File: src/rtl/decode_stage_pipe_if.sv
// Fetch-side and execute-side signals of the RV32 decode stage, in one bundle.
// The slave modport is the decode stage; the master modport drives it.
interface decode_stage_pipe_if #(
    parameter int PC_WIDTH  = 32,
    parameter int CNT_WIDTH = 16
);
    logic [31:0]          instr_in;
    logic [PC_WIDTH-1:0]  pc_in;
    logic                 in_valid_in;
    logic                 in_ready_out;
    logic                 flush_in;
    logic                 out_ready_in;
    logic                 out_valid_out;
    logic [PC_WIDTH-1:0]  pc_out;
    logic [4:0]           rd_addr_out;
    logic [4:0]           rs1_addr_out;
    logic [4:0]           rs2_addr_out;
    logic [31:0]          imm_out;
    logic [2:0]           imm_type_out;
    logic [4:0]           alu_opcode_out;
    logic                 alu_src_out;
    logic                 iadder_src_out;
    logic [2:0]           wb_mux_sel_out;
    logic                 wr_en_out;
    logic                 mem_wr_req_out;
    logic                 mem_rd_req_out;
    logic [1:0]           load_size_out;
    logic                 load_unsigned_out;
    logic                 branch_out;
    logic                 jump_out;
    logic                 csr_op_out;
    logic                 ecall_out;
    logic                 ebreak_out;
    logic                 fence_out;
    logic                 illegal_out;
    logic [CNT_WIDTH-1:0] dec_count_out;

    modport slave (
        input  instr_in, pc_in, in_valid_in, flush_in, out_ready_in,
        output in_ready_out, out_valid_out, pc_out, rd_addr_out, rs1_addr_out,
               rs2_addr_out, imm_out, imm_type_out, alu_opcode_out, alu_src_out,
               iadder_src_out, wb_mux_sel_out, wr_en_out, mem_wr_req_out,
               mem_rd_req_out, load_size_out, load_unsigned_out, branch_out,
               jump_out, csr_op_out, ecall_out, ebreak_out, fence_out,
               illegal_out, dec_count_out
    );

    modport master (
        output instr_in, pc_in, in_valid_in, flush_in, out_ready_in,
        input  in_ready_out, out_valid_out, pc_out, rd_addr_out, rs1_addr_out,
               rs2_addr_out, imm_out, imm_type_out, alu_opcode_out, alu_src_out,
               iadder_src_out, wb_mux_sel_out, wr_en_out, mem_wr_req_out,
               mem_rd_req_out, load_size_out, load_unsigned_out, branch_out,
               jump_out, csr_op_out, ecall_out, ebreak_out, fence_out,
               illegal_out, dec_count_out
    );
endinterface

File: src/rtl/decode_stage_pipe.sv
// Registered RV32 decode (base + optional M / Zicsr) with illegal detection.
// Latency 1 cycle from accept to decoded bundle on the outputs.
// in_ready = !out_valid | out_ready (no skid); stall holds the bundle, flush drops it.
module decode_stage_pipe #(
    parameter bit EN_M_EXT  = 1'b1,
    parameter bit EN_CSR    = 1'b1,
    parameter int PC_WIDTH  = 32,
    parameter int CNT_WIDTH = 16
) (
    input  logic               clk_in,
    input  logic               rst_n_in,
    decode_stage_pipe_if.slave bus
);
    localparam logic [6:0] OPC_LOAD   = 7'b0000011;
    localparam logic [6:0] OPC_STORE  = 7'b0100011;
    localparam logic [6:0] OPC_OP     = 7'b0110011;
    localparam logic [6:0] OPC_OP_IMM = 7'b0010011;
    localparam logic [6:0] OPC_BRANCH = 7'b1100011;
    localparam logic [6:0] OPC_JAL    = 7'b1101111;
    localparam logic [6:0] OPC_JALR   = 7'b1100111;
    localparam logic [6:0] OPC_LUI    = 7'b0110111;
    localparam logic [6:0] OPC_AUIPC  = 7'b0010111;
    localparam logic [6:0] OPC_MISC   = 7'b0001111;
    localparam logic [6:0] OPC_SYSTEM = 7'b1110011;

    typedef struct packed {
        logic [4:0]  rd_addr;
        logic [4:0]  rs1_addr;
        logic [4:0]  rs2_addr;
        logic [31:0] imm;
        logic [2:0]  imm_type;
        logic [4:0]  alu_opcode;
        logic        alu_src;
        logic        iadder_src;
        logic [2:0]  wb_mux_sel;
        logic        wr_en;
        logic        mem_wr_req;
        logic        mem_rd_req;
        logic [1:0]  load_size;
        logic        load_unsigned;
        logic        branch;
        logic        jump;
        logic        csr_op;
        logic        ecall;
        logic        ebreak;
        logic        fence;
        logic        illegal;
    } dec_t;

    logic [31:0] instr;
    logic [6:0]  opcode;
    logic [2:0]  funct3;
    logic [6:0]  funct7;
    logic [31:0] imm_i, imm_s, imm_b, imm_u, imm_j;

    assign instr  = bus.instr_in;
    assign opcode = instr[6:0];
    assign funct3 = instr[14:12];
    assign funct7 = instr[31:25];
    assign imm_i  = {{20{instr[31]}}, instr[31:20]};
    assign imm_s  = {{20{instr[31]}}, instr[31:25], instr[11:7]};
    assign imm_b  = {{19{instr[31]}}, instr[31], instr[7], instr[30:25], instr[11:8], 1'b0};
    assign imm_u  = {instr[31:12], 12'b0};
    assign imm_j  = {{11{instr[31]}}, instr[31], instr[19:12], instr[20], instr[30:21], 1'b0};

    dec_t dec_d, dec_q;
    logic ill, writes_rd, st, ld, br, jmp, csr;

    always_comb begin
        dec_d                = '0;
        ill                  = 1'b0;
        writes_rd            = 1'b0;
        st                   = 1'b0;
        ld                   = 1'b0;
        br                   = 1'b0;
        jmp                  = 1'b0;
        csr                  = 1'b0;
        dec_d.rd_addr        = instr[11:7];
        dec_d.rs1_addr       = instr[19:15];
        dec_d.rs2_addr       = instr[24:20];
        dec_d.alu_opcode[2:0] = funct3;
        dec_d.load_size      = funct3[1:0];
        dec_d.load_unsigned  = funct3[2];
        case (opcode)
            OPC_LOAD: begin
                dec_d.imm_type   = 3'd1;
                dec_d.imm        = imm_i;
                dec_d.iadder_src = 1'b1;
                dec_d.wb_mux_sel = 3'd1;
                writes_rd        = 1'b1;
                ld               = 1'b1;
                ill              = (funct3 == 3'b011) || (funct3[2:1] == 2'b11);
            end
            OPC_STORE: begin
                dec_d.imm_type   = 3'd2;
                dec_d.imm        = imm_s;
                dec_d.iadder_src = 1'b1;
                st               = 1'b1;
                ill              = (funct3 > 3'b010);
            end
            OPC_OP: begin
                dec_d.alu_src       = 1'b1;
                dec_d.alu_opcode[3] = instr[30];
                writes_rd           = 1'b1;
                if (EN_M_EXT && (funct7 == 7'b0000001)) begin
                    dec_d.alu_opcode[4] = 1'b1;
                end else if (funct7 == 7'b0100000) begin
                    ill = !((funct3 == 3'b000) || (funct3 == 3'b101));
                end else begin
                    ill = (funct7 != 7'b0000000);
                end
            end
            OPC_OP_IMM: begin
                dec_d.imm_type = 3'd1;
                dec_d.imm      = imm_i;
                writes_rd      = 1'b1;
                // Shift-immediates reuse funct7 as the arithmetic/logical select.
                if (funct3 == 3'b001) begin
                    dec_d.alu_opcode[3] = instr[30];
                    ill                 = (funct7 != 7'b0000000);
                end else if (funct3 == 3'b101) begin
                    dec_d.alu_opcode[3] = instr[30];
                    ill = !((funct7 == 7'b0000000) || (funct7 == 7'b0100000));
                end
            end
            OPC_BRANCH: begin
                dec_d.imm_type = 3'd3;
                dec_d.imm      = imm_b;
                dec_d.alu_src  = 1'b1;
                br             = 1'b1;
                ill            = (funct3[2:1] == 2'b01);
            end
            OPC_JAL: begin
                dec_d.imm_type   = 3'd5;
                dec_d.imm        = imm_j;
                dec_d.wb_mux_sel = 3'd5;
                writes_rd        = 1'b1;
                jmp              = 1'b1;
            end
            OPC_JALR: begin
                dec_d.imm_type   = 3'd1;
                dec_d.imm        = imm_i;
                dec_d.iadder_src = 1'b1;
                dec_d.wb_mux_sel = 3'd5;
                writes_rd        = 1'b1;
                jmp              = 1'b1;
            end
            OPC_LUI: begin
                dec_d.imm_type   = 3'd4;
                dec_d.imm        = imm_u;
                dec_d.wb_mux_sel = 3'd2;
                writes_rd        = 1'b1;
            end
            OPC_AUIPC: begin
                dec_d.imm_type   = 3'd4;
                dec_d.imm        = imm_u;
                dec_d.wb_mux_sel = 3'd3;
                writes_rd        = 1'b1;
            end
            OPC_MISC: dec_d.fence = 1'b1;
            OPC_SYSTEM: begin
                if (funct3 != 3'b000) begin
                    // CSR address rides in imm; the zimm source is already rs1_addr.
                    dec_d.imm_type   = 3'd6;
                    dec_d.imm        = {20'b0, instr[31:20]};
                    dec_d.wb_mux_sel = 3'd4;
                    writes_rd        = 1'b1;
                    csr              = 1'b1;
                    ill              = !EN_CSR;
                end else begin
                    dec_d.ecall  = (instr[31:20] == 12'h000);
                    dec_d.ebreak = (instr[31:20] == 12'h001);
                    ill          = !(dec_d.ecall || dec_d.ebreak);
                end
            end
            default: ill = 1'b1;
        endcase
        dec_d.illegal    = ill;
        dec_d.wr_en      = writes_rd && (instr[11:7] != 5'd0) && !ill;
        dec_d.mem_wr_req = st && !ill;
        dec_d.mem_rd_req = ld && !ill;
        dec_d.branch     = br && !ill;
        dec_d.jump       = jmp && !ill;
        dec_d.csr_op     = csr && !ill;
    end

    logic                 out_vld_q;
    logic [PC_WIDTH-1:0]  pc_q;
    logic [CNT_WIDTH-1:0] cnt_q;
    logic                 in_rdy, accept;

    assign in_rdy = !out_vld_q || bus.out_ready_in;
    assign accept = bus.in_valid_in && in_rdy && !bus.flush_in;

    always_ff @(posedge clk_in) begin
        if (!rst_n_in) begin
            out_vld_q <= 1'b0;
            dec_q     <= '0;
            pc_q      <= '0;
            cnt_q     <= '0;
        end else if (accept) begin
            out_vld_q <= 1'b1;
            dec_q     <= dec_d;
            pc_q      <= bus.pc_in;
            if (cnt_q != '1) begin
                cnt_q <= cnt_q + CNT_WIDTH'(1);
            end
        end else if (bus.flush_in || bus.out_ready_in) begin
            out_vld_q <= 1'b0;
        end
    end

    assign bus.in_ready_out      = in_rdy;
    assign bus.out_valid_out     = out_vld_q;
    assign bus.pc_out            = pc_q;
    assign bus.rd_addr_out       = dec_q.rd_addr;
    assign bus.rs1_addr_out      = dec_q.rs1_addr;
    assign bus.rs2_addr_out      = dec_q.rs2_addr;
    assign bus.imm_out           = dec_q.imm;
    assign bus.imm_type_out      = dec_q.imm_type;
    assign bus.alu_opcode_out    = dec_q.alu_opcode;
    assign bus.alu_src_out       = dec_q.alu_src;
    assign bus.iadder_src_out    = dec_q.iadder_src;
    assign bus.wb_mux_sel_out    = dec_q.wb_mux_sel;
    assign bus.wr_en_out         = dec_q.wr_en;
    assign bus.mem_wr_req_out    = dec_q.mem_wr_req;
    assign bus.mem_rd_req_out    = dec_q.mem_rd_req;
    assign bus.load_size_out     = dec_q.load_size;
    assign bus.load_unsigned_out = dec_q.load_unsigned;
    assign bus.branch_out        = dec_q.branch;
    assign bus.jump_out          = dec_q.jump;
    assign bus.csr_op_out        = dec_q.csr_op;
    assign bus.ecall_out         = dec_q.ecall;
    assign bus.ebreak_out        = dec_q.ebreak;
    assign bus.fence_out         = dec_q.fence;
    assign bus.illegal_out       = dec_q.illegal;
    assign bus.dec_count_out     = cnt_q;
endmodule

File: src/flat_wrapper.sv
// flat-port wrapper written by rule: the top's interface ports become plain ports
module decode_stage_pipe_flat 
#(
    parameter bit EN_M_EXT  = 1'b1,
    parameter bit EN_CSR    = 1'b1,
    parameter int PC_WIDTH  = 32,
    parameter int CNT_WIDTH = 16
)
  (clk_in, rst_n_in, bus_instr_in, bus_pc_in, bus_in_valid_in, bus_flush_in, bus_out_ready_in, bus_in_ready_out, bus_out_valid_out, bus_pc_out, bus_rd_addr_out, bus_rs1_addr_out, bus_rs2_addr_out, bus_imm_out, bus_imm_type_out, bus_alu_opcode_out, bus_alu_src_out, bus_iadder_src_out, bus_wb_mux_sel_out, bus_wr_en_out, bus_mem_wr_req_out, bus_mem_rd_req_out, bus_load_size_out, bus_load_unsigned_out, bus_branch_out, bus_jump_out, bus_csr_op_out, bus_ecall_out, bus_ebreak_out, bus_fence_out, bus_illegal_out, bus_dec_count_out);
  decode_stage_pipe_if #(.PC_WIDTH(PC_WIDTH), .CNT_WIDTH(CNT_WIDTH)) bus_i ();
  input  logic clk_in;
  input  logic rst_n_in;
  input wire logic [$bits(bus_i.instr_in)-1:0] bus_instr_in;
  input wire logic [$bits(bus_i.pc_in)-1:0] bus_pc_in;
  input wire logic [$bits(bus_i.in_valid_in)-1:0] bus_in_valid_in;
  input wire logic [$bits(bus_i.flush_in)-1:0] bus_flush_in;
  input wire logic [$bits(bus_i.out_ready_in)-1:0] bus_out_ready_in;
  output wire logic [$bits(bus_i.in_ready_out)-1:0] bus_in_ready_out;
  output wire logic [$bits(bus_i.out_valid_out)-1:0] bus_out_valid_out;
  output wire logic [$bits(bus_i.pc_out)-1:0] bus_pc_out;
  output wire logic [$bits(bus_i.rd_addr_out)-1:0] bus_rd_addr_out;
  output wire logic [$bits(bus_i.rs1_addr_out)-1:0] bus_rs1_addr_out;
  output wire logic [$bits(bus_i.rs2_addr_out)-1:0] bus_rs2_addr_out;
  output wire logic [$bits(bus_i.imm_out)-1:0] bus_imm_out;
  output wire logic [$bits(bus_i.imm_type_out)-1:0] bus_imm_type_out;
  output wire logic [$bits(bus_i.alu_opcode_out)-1:0] bus_alu_opcode_out;
  output wire logic [$bits(bus_i.alu_src_out)-1:0] bus_alu_src_out;
  output wire logic [$bits(bus_i.iadder_src_out)-1:0] bus_iadder_src_out;
  output wire logic [$bits(bus_i.wb_mux_sel_out)-1:0] bus_wb_mux_sel_out;
  output wire logic [$bits(bus_i.wr_en_out)-1:0] bus_wr_en_out;
  output wire logic [$bits(bus_i.mem_wr_req_out)-1:0] bus_mem_wr_req_out;
  output wire logic [$bits(bus_i.mem_rd_req_out)-1:0] bus_mem_rd_req_out;
  output wire logic [$bits(bus_i.load_size_out)-1:0] bus_load_size_out;
  output wire logic [$bits(bus_i.load_unsigned_out)-1:0] bus_load_unsigned_out;
  output wire logic [$bits(bus_i.branch_out)-1:0] bus_branch_out;
  output wire logic [$bits(bus_i.jump_out)-1:0] bus_jump_out;
  output wire logic [$bits(bus_i.csr_op_out)-1:0] bus_csr_op_out;
  output wire logic [$bits(bus_i.ecall_out)-1:0] bus_ecall_out;
  output wire logic [$bits(bus_i.ebreak_out)-1:0] bus_ebreak_out;
  output wire logic [$bits(bus_i.fence_out)-1:0] bus_fence_out;
  output wire logic [$bits(bus_i.illegal_out)-1:0] bus_illegal_out;
  output wire logic [$bits(bus_i.dec_count_out)-1:0] bus_dec_count_out;
  assign bus_i.instr_in = bus_instr_in;
  assign bus_i.pc_in = bus_pc_in;
  assign bus_i.in_valid_in = bus_in_valid_in;
  assign bus_i.flush_in = bus_flush_in;
  assign bus_i.out_ready_in = bus_out_ready_in;
  assign bus_in_ready_out = bus_i.in_ready_out;
  assign bus_out_valid_out = bus_i.out_valid_out;
  assign bus_pc_out = bus_i.pc_out;
  assign bus_rd_addr_out = bus_i.rd_addr_out;
  assign bus_rs1_addr_out = bus_i.rs1_addr_out;
  assign bus_rs2_addr_out = bus_i.rs2_addr_out;
  assign bus_imm_out = bus_i.imm_out;
  assign bus_imm_type_out = bus_i.imm_type_out;
  assign bus_alu_opcode_out = bus_i.alu_opcode_out;
  assign bus_alu_src_out = bus_i.alu_src_out;
  assign bus_iadder_src_out = bus_i.iadder_src_out;
  assign bus_wb_mux_sel_out = bus_i.wb_mux_sel_out;
  assign bus_wr_en_out = bus_i.wr_en_out;
  assign bus_mem_wr_req_out = bus_i.mem_wr_req_out;
  assign bus_mem_rd_req_out = bus_i.mem_rd_req_out;
  assign bus_load_size_out = bus_i.load_size_out;
  assign bus_load_unsigned_out = bus_i.load_unsigned_out;
  assign bus_branch_out = bus_i.branch_out;
  assign bus_jump_out = bus_i.jump_out;
  assign bus_csr_op_out = bus_i.csr_op_out;
  assign bus_ecall_out = bus_i.ecall_out;
  assign bus_ebreak_out = bus_i.ebreak_out;
  assign bus_fence_out = bus_i.fence_out;
  assign bus_illegal_out = bus_i.illegal_out;
  assign bus_dec_count_out = bus_i.dec_count_out;
  decode_stage_pipe #(.EN_M_EXT(EN_M_EXT), .EN_CSR(EN_CSR), .PC_WIDTH(PC_WIDTH), .CNT_WIDTH(CNT_WIDTH)) u_core (.clk_in(clk_in), .rst_n_in(rst_n_in), .bus(bus_i));
endmodule
File: config.mk
export PLATFORM = sky130hd
export DESIGN_NAME = decode_stage_pipe_flat
export DESIGN_NICKNAME = d
export VERILOG_FILES = /design/src/rtl/decode_stage_pipe_if.sv /design/src/rtl/decode_stage_pipe.sv /design/src/flat_wrapper.sv
export SDC_FILE = /design/constraint.sdc
export NUM_CORES = 1
export LEC_CHECK = 0
export BUFFER_PORTS_ARGS = -buffer_cell sky130_fd_sc_hd__buf_4
export CAP_MARGIN = 20
export CORE_MARGIN = 2
export CORE_UTILIZATION = 30
export DETAILED_ROUTE_END_ITERATION = 12
export GPL_TIMING_DRIVEN = 0
export PLACE_DENSITY = 0.59
export SYNTH_ARGS = -nofsm -noshare
export SYNTH_HDL_FRONTEND = slang
export SYNTH_SLANG_ARGS = --single-unit
File: constraint.sdc
create_clock -name clk_in -period 3.5 [get_ports clk_in]
set_clock_uncertainty 0.1 [all_clocks]
set_input_delay 0 -clock clk_in [delete_from_list [all_inputs] [get_ports clk_in]]
set_output_delay 0 -clock clk_in [all_outputs]
set_load 0.05 [all_outputs]
==> flow_summary.toml <==
[outcome]
outcome = "completed"

[floorplanning]
die_y_um = 132.9
start_util_pct = 30.38
io_pins = 192
fp-row-count = 47
die_area_um2 = 17660
core_area_um2 = 16410
die_x_um = 132.9

[synth]
yosys_warnings = 0
ys.flop_type = "dfxtp_1"
synth_area_per_cell_um2 = 8.014
ys_async_sr_fraction_pct = 0
synth_edf_count = 0
syn_area_um2 = 4985
ys_seq_elements = 119
ys_seq_area_share_pct = 47.79
synth_cells = 622
yosysUniqueCellTypes = 58
syn_nets = 692

[final_layout]
multi_input_comb_area_um2 = 2375
area_growth_pct = 58.13
seqCellArea_um2 = 2382
antennaDiodeCount = 0
drive_above_1_share_pct = 27.49
fin_util_pct = 48.04
finalNetCount = 961
final_common_cell = "buf_4"
fillers = 1613
layout_common_cells = "195 x buf_4, 151 x nand2_1, 119 x dfxtp_1, 87 x a21oi_1, 61 x dlygate4sd3_1"

[drt]
dr.pass1.iters = 5
routedWlPerCell_um = 15.96
ant_nets = 0
viasPerCell = 4.831
vias = 5420
drc = 0
totalWireLength_um = 17910
initialDrtViolationCount = 322

[job]
maxCapViolations = 0

[sta]
max_freq_mhz = 427.1
setup_viol = 0
fin_crit_sh_pct = 66.89
worst_slew_pin_slew_ns = 0.8331
final_max_slew_viol_count = 0
rsz0062_at_grt = "no"
relSlewSlack_pct = 44.04
fin_setup_tns_ns = 0
fin_crit_ns = 2.341
hold_violations = 0
fin_ws_ns = 1.159

[power]
power.leakage_nw = 3.257
peakVddDrop_uv = 362.5
powerDensity_nw_per_um2 = 468.1

[clocking]
numCtsBuffers = 17
clock_path_buffers = 2
path_clk_slew_ns = 0.06
htreeDepth = 4
cts_tree = "yes"
clkSinkCount = 119
cts_resized = 0
cts-root-buf = "clkbuf_16"
clkLatencyLatePin_ns = 0.41

[critical_path]
crit_fanout = 10
reg2reg_slack_ns = 1.16
worstPathArrival_ns = 2.58
path_class = "flip-flop to flip-flop"
required_ns = 3.74
cp-end-kind = "flip-flop"
startpoint_type = "flip-flop"

[global_routing]
antenna_found_initial = 0
track_usage_pct = 20.04
grt_start_max_net_pins = 17
grt_pass1_vias = 5254
grt_overflow_total = 0
grt_first_pass_wirelength_um = 27840

[worst_hold_path]
hp-class = "primary input to flip-flop"

[placed_design]
io_buffer_count = 188
pre_cts_slack_ns = 1.223
hpwl_um = 12790
place.gp.congestion = 0.8807
==> registers in the layout, indices dropped and copies added (netlist names), 3 cells and up <==
register and flops:
u_core.bus.alu_opcode_out 5, u_core.bus.rd_addr_out 5, u_core.bus.wb_mux_sel_out 3, u_core.bus.imm_out 32, u_core.bus.imm_type_out 3, u_core.bus.rs1_addr_out 5
u_core.bus.pc_out 32, u_core.bus.dec_count_out 16, u_core.bus.rs2_addr_out 5
==> cell usage after synthesis (3+ instances only) <==
| library cell | instances | share of area, % |
|---|---|---|
| a21oi_1 | 87 | 8.7 |
| a22oi_1 | 12 | 1.8 |
| a31oi_1 | 3 | 0.38 |
| a32o_1 | 3 | 0.60 |
| and2_1 | 8 | 1.0 |
| and3_1 | 6 | 0.75 |
| and4_1 | 3 | 0.53 |
| buf_1 | 3 | 0.23 |
| buf_2 | 11 | 1.1 |
| buf_4 | 7 | 1.1 |
| clkbuf_1 | 22 | 1.7 |
| dfxtp_1 | 119 | 48 |
| inv_1 | 7 | 0.53 |
| nand2_1 | 151 | 11 |
| nand2b_1 | 4 | 0.50 |
| nand3_1 | 11 | 1.1 |
| nand4_1 | 7 | 0.88 |
| nand4b_1 | 3 | 0.53 |
| nor2_1 | 34 | 2.6 |
| nor2b_1 | 5 | 0.63 |
| nor3_1 | 15 | 1.5 |
| nor4_1 | 5 | 0.63 |
| o211ai_1 | 4 | 0.60 |
| o21a_1 | 3 | 0.45 |
| o21ai_0 | 35 | 3.5 |
| o21ai_1 | 3 | 0.30 |
| or3_1 | 4 | 0.50 |
| xnor2_1 | 9 | 1.6 |
==> power by group <==
part | internal, W | leakage [nW] | switching (W)
sequential | 0.00139 | 0.966 | 0.0000199
clock | 0.00116 | 0.291 | 0.000612
combinational | 0.000192 | 2.00 | 0.000312
==> path summary, 6_finish.rpt <==
| kind | cells after the start | startpoint | to |
|---|---|---|---|
| min | 4 | bus_in_valid_in | u_core.bus.dec_count_out[8] |
| min reg2reg | 2 | u_core.bus.imm_out[4] | u_core.bus.imm_out[4] |
| max | 6 | u_core.bus.out_valid_out | u_core.bus.imm_out[27] |
| max reg2reg | 6 | u_core.bus.out_valid_out | u_core.bus.imm_out[27] |
==> metal layers <==
metal | vias to the layer above | wire (µm) | track usage (%)
met5 | - | 0 | 0
met4 | 0 | 400 | 7.288
met3 | 27 | 1117 | 5.479
met2 | 202 | 8349 | 32.64
met1 | 2478 | 8040 | 25.43
li1 | 2713 | - | -
==> critical path, stage by stage, from the launching register on <==
cell and delay [ns]:
dfxtp_1 0.32, nor2b_1 0.46, nor2_1 0.28, nor2_2 0.46
clkbuf_1 0.43, nand2_1 0.12, o21ai_1 0.09
==> logic make-up after synthesis <==
kind of cell | count (synthesis) | share of synthesized area [%]
AND/OR/NAND/NOR | 272 | 25.55
AO/OA/AOI/OAI | 167 | 19.48
flip-flops | 119 | 47.79
buffers and inverters | 50 | 4.568
XOR/XNOR | 11 | 1.933
multiplexers | 2 | 0.4267
adder cells (fa/ha/maj) | 1 | 0.2510
==> final cells by class <==
| cell class | count | area share, % |
|---|---|---|
| clock inverters | 9 | 1.587 |
| inverters | 7 | 0.3333 |
| multi-input cells | 453 | 30.13 |
| well taps | 220 | 3.492 |
| plain buffers | 43 | 2.556 |
| flip-flops and latches | 119 | 30.22 |
| clock buffers | 21 | 5.968 |
| repair buffers | 250 | 25.71 |
==> metrics by stage <==
step | std cells | hold slack, ns | area (µm²) | total power (W)
5_1_grt | 1122 | 0.03938 | 7883 | 0.003829
4_1_cts | 1122 | 0.008745 | 7883 | 0.003725
2_1_floorplan | 622 | -0.02069 | 4985 | 0.001700
3_5_place_dp | 1031 | 0.09282 | 6676 | 0.001888
6_report | 1122 | 0.02149 | 7883 | 0.003690
3_3_place_gp | 1030 | 0.08767 | 6671 | 0.001887
==> timing repair <==
item | in CTS | in global routing
hold endpoints to repair | 90 | 0
endpoints found under the setup margin | 0 | 0
hold buffers | 61 | 0
buffers inserted | 0 | 0
(Power assumes the default switching activity.)
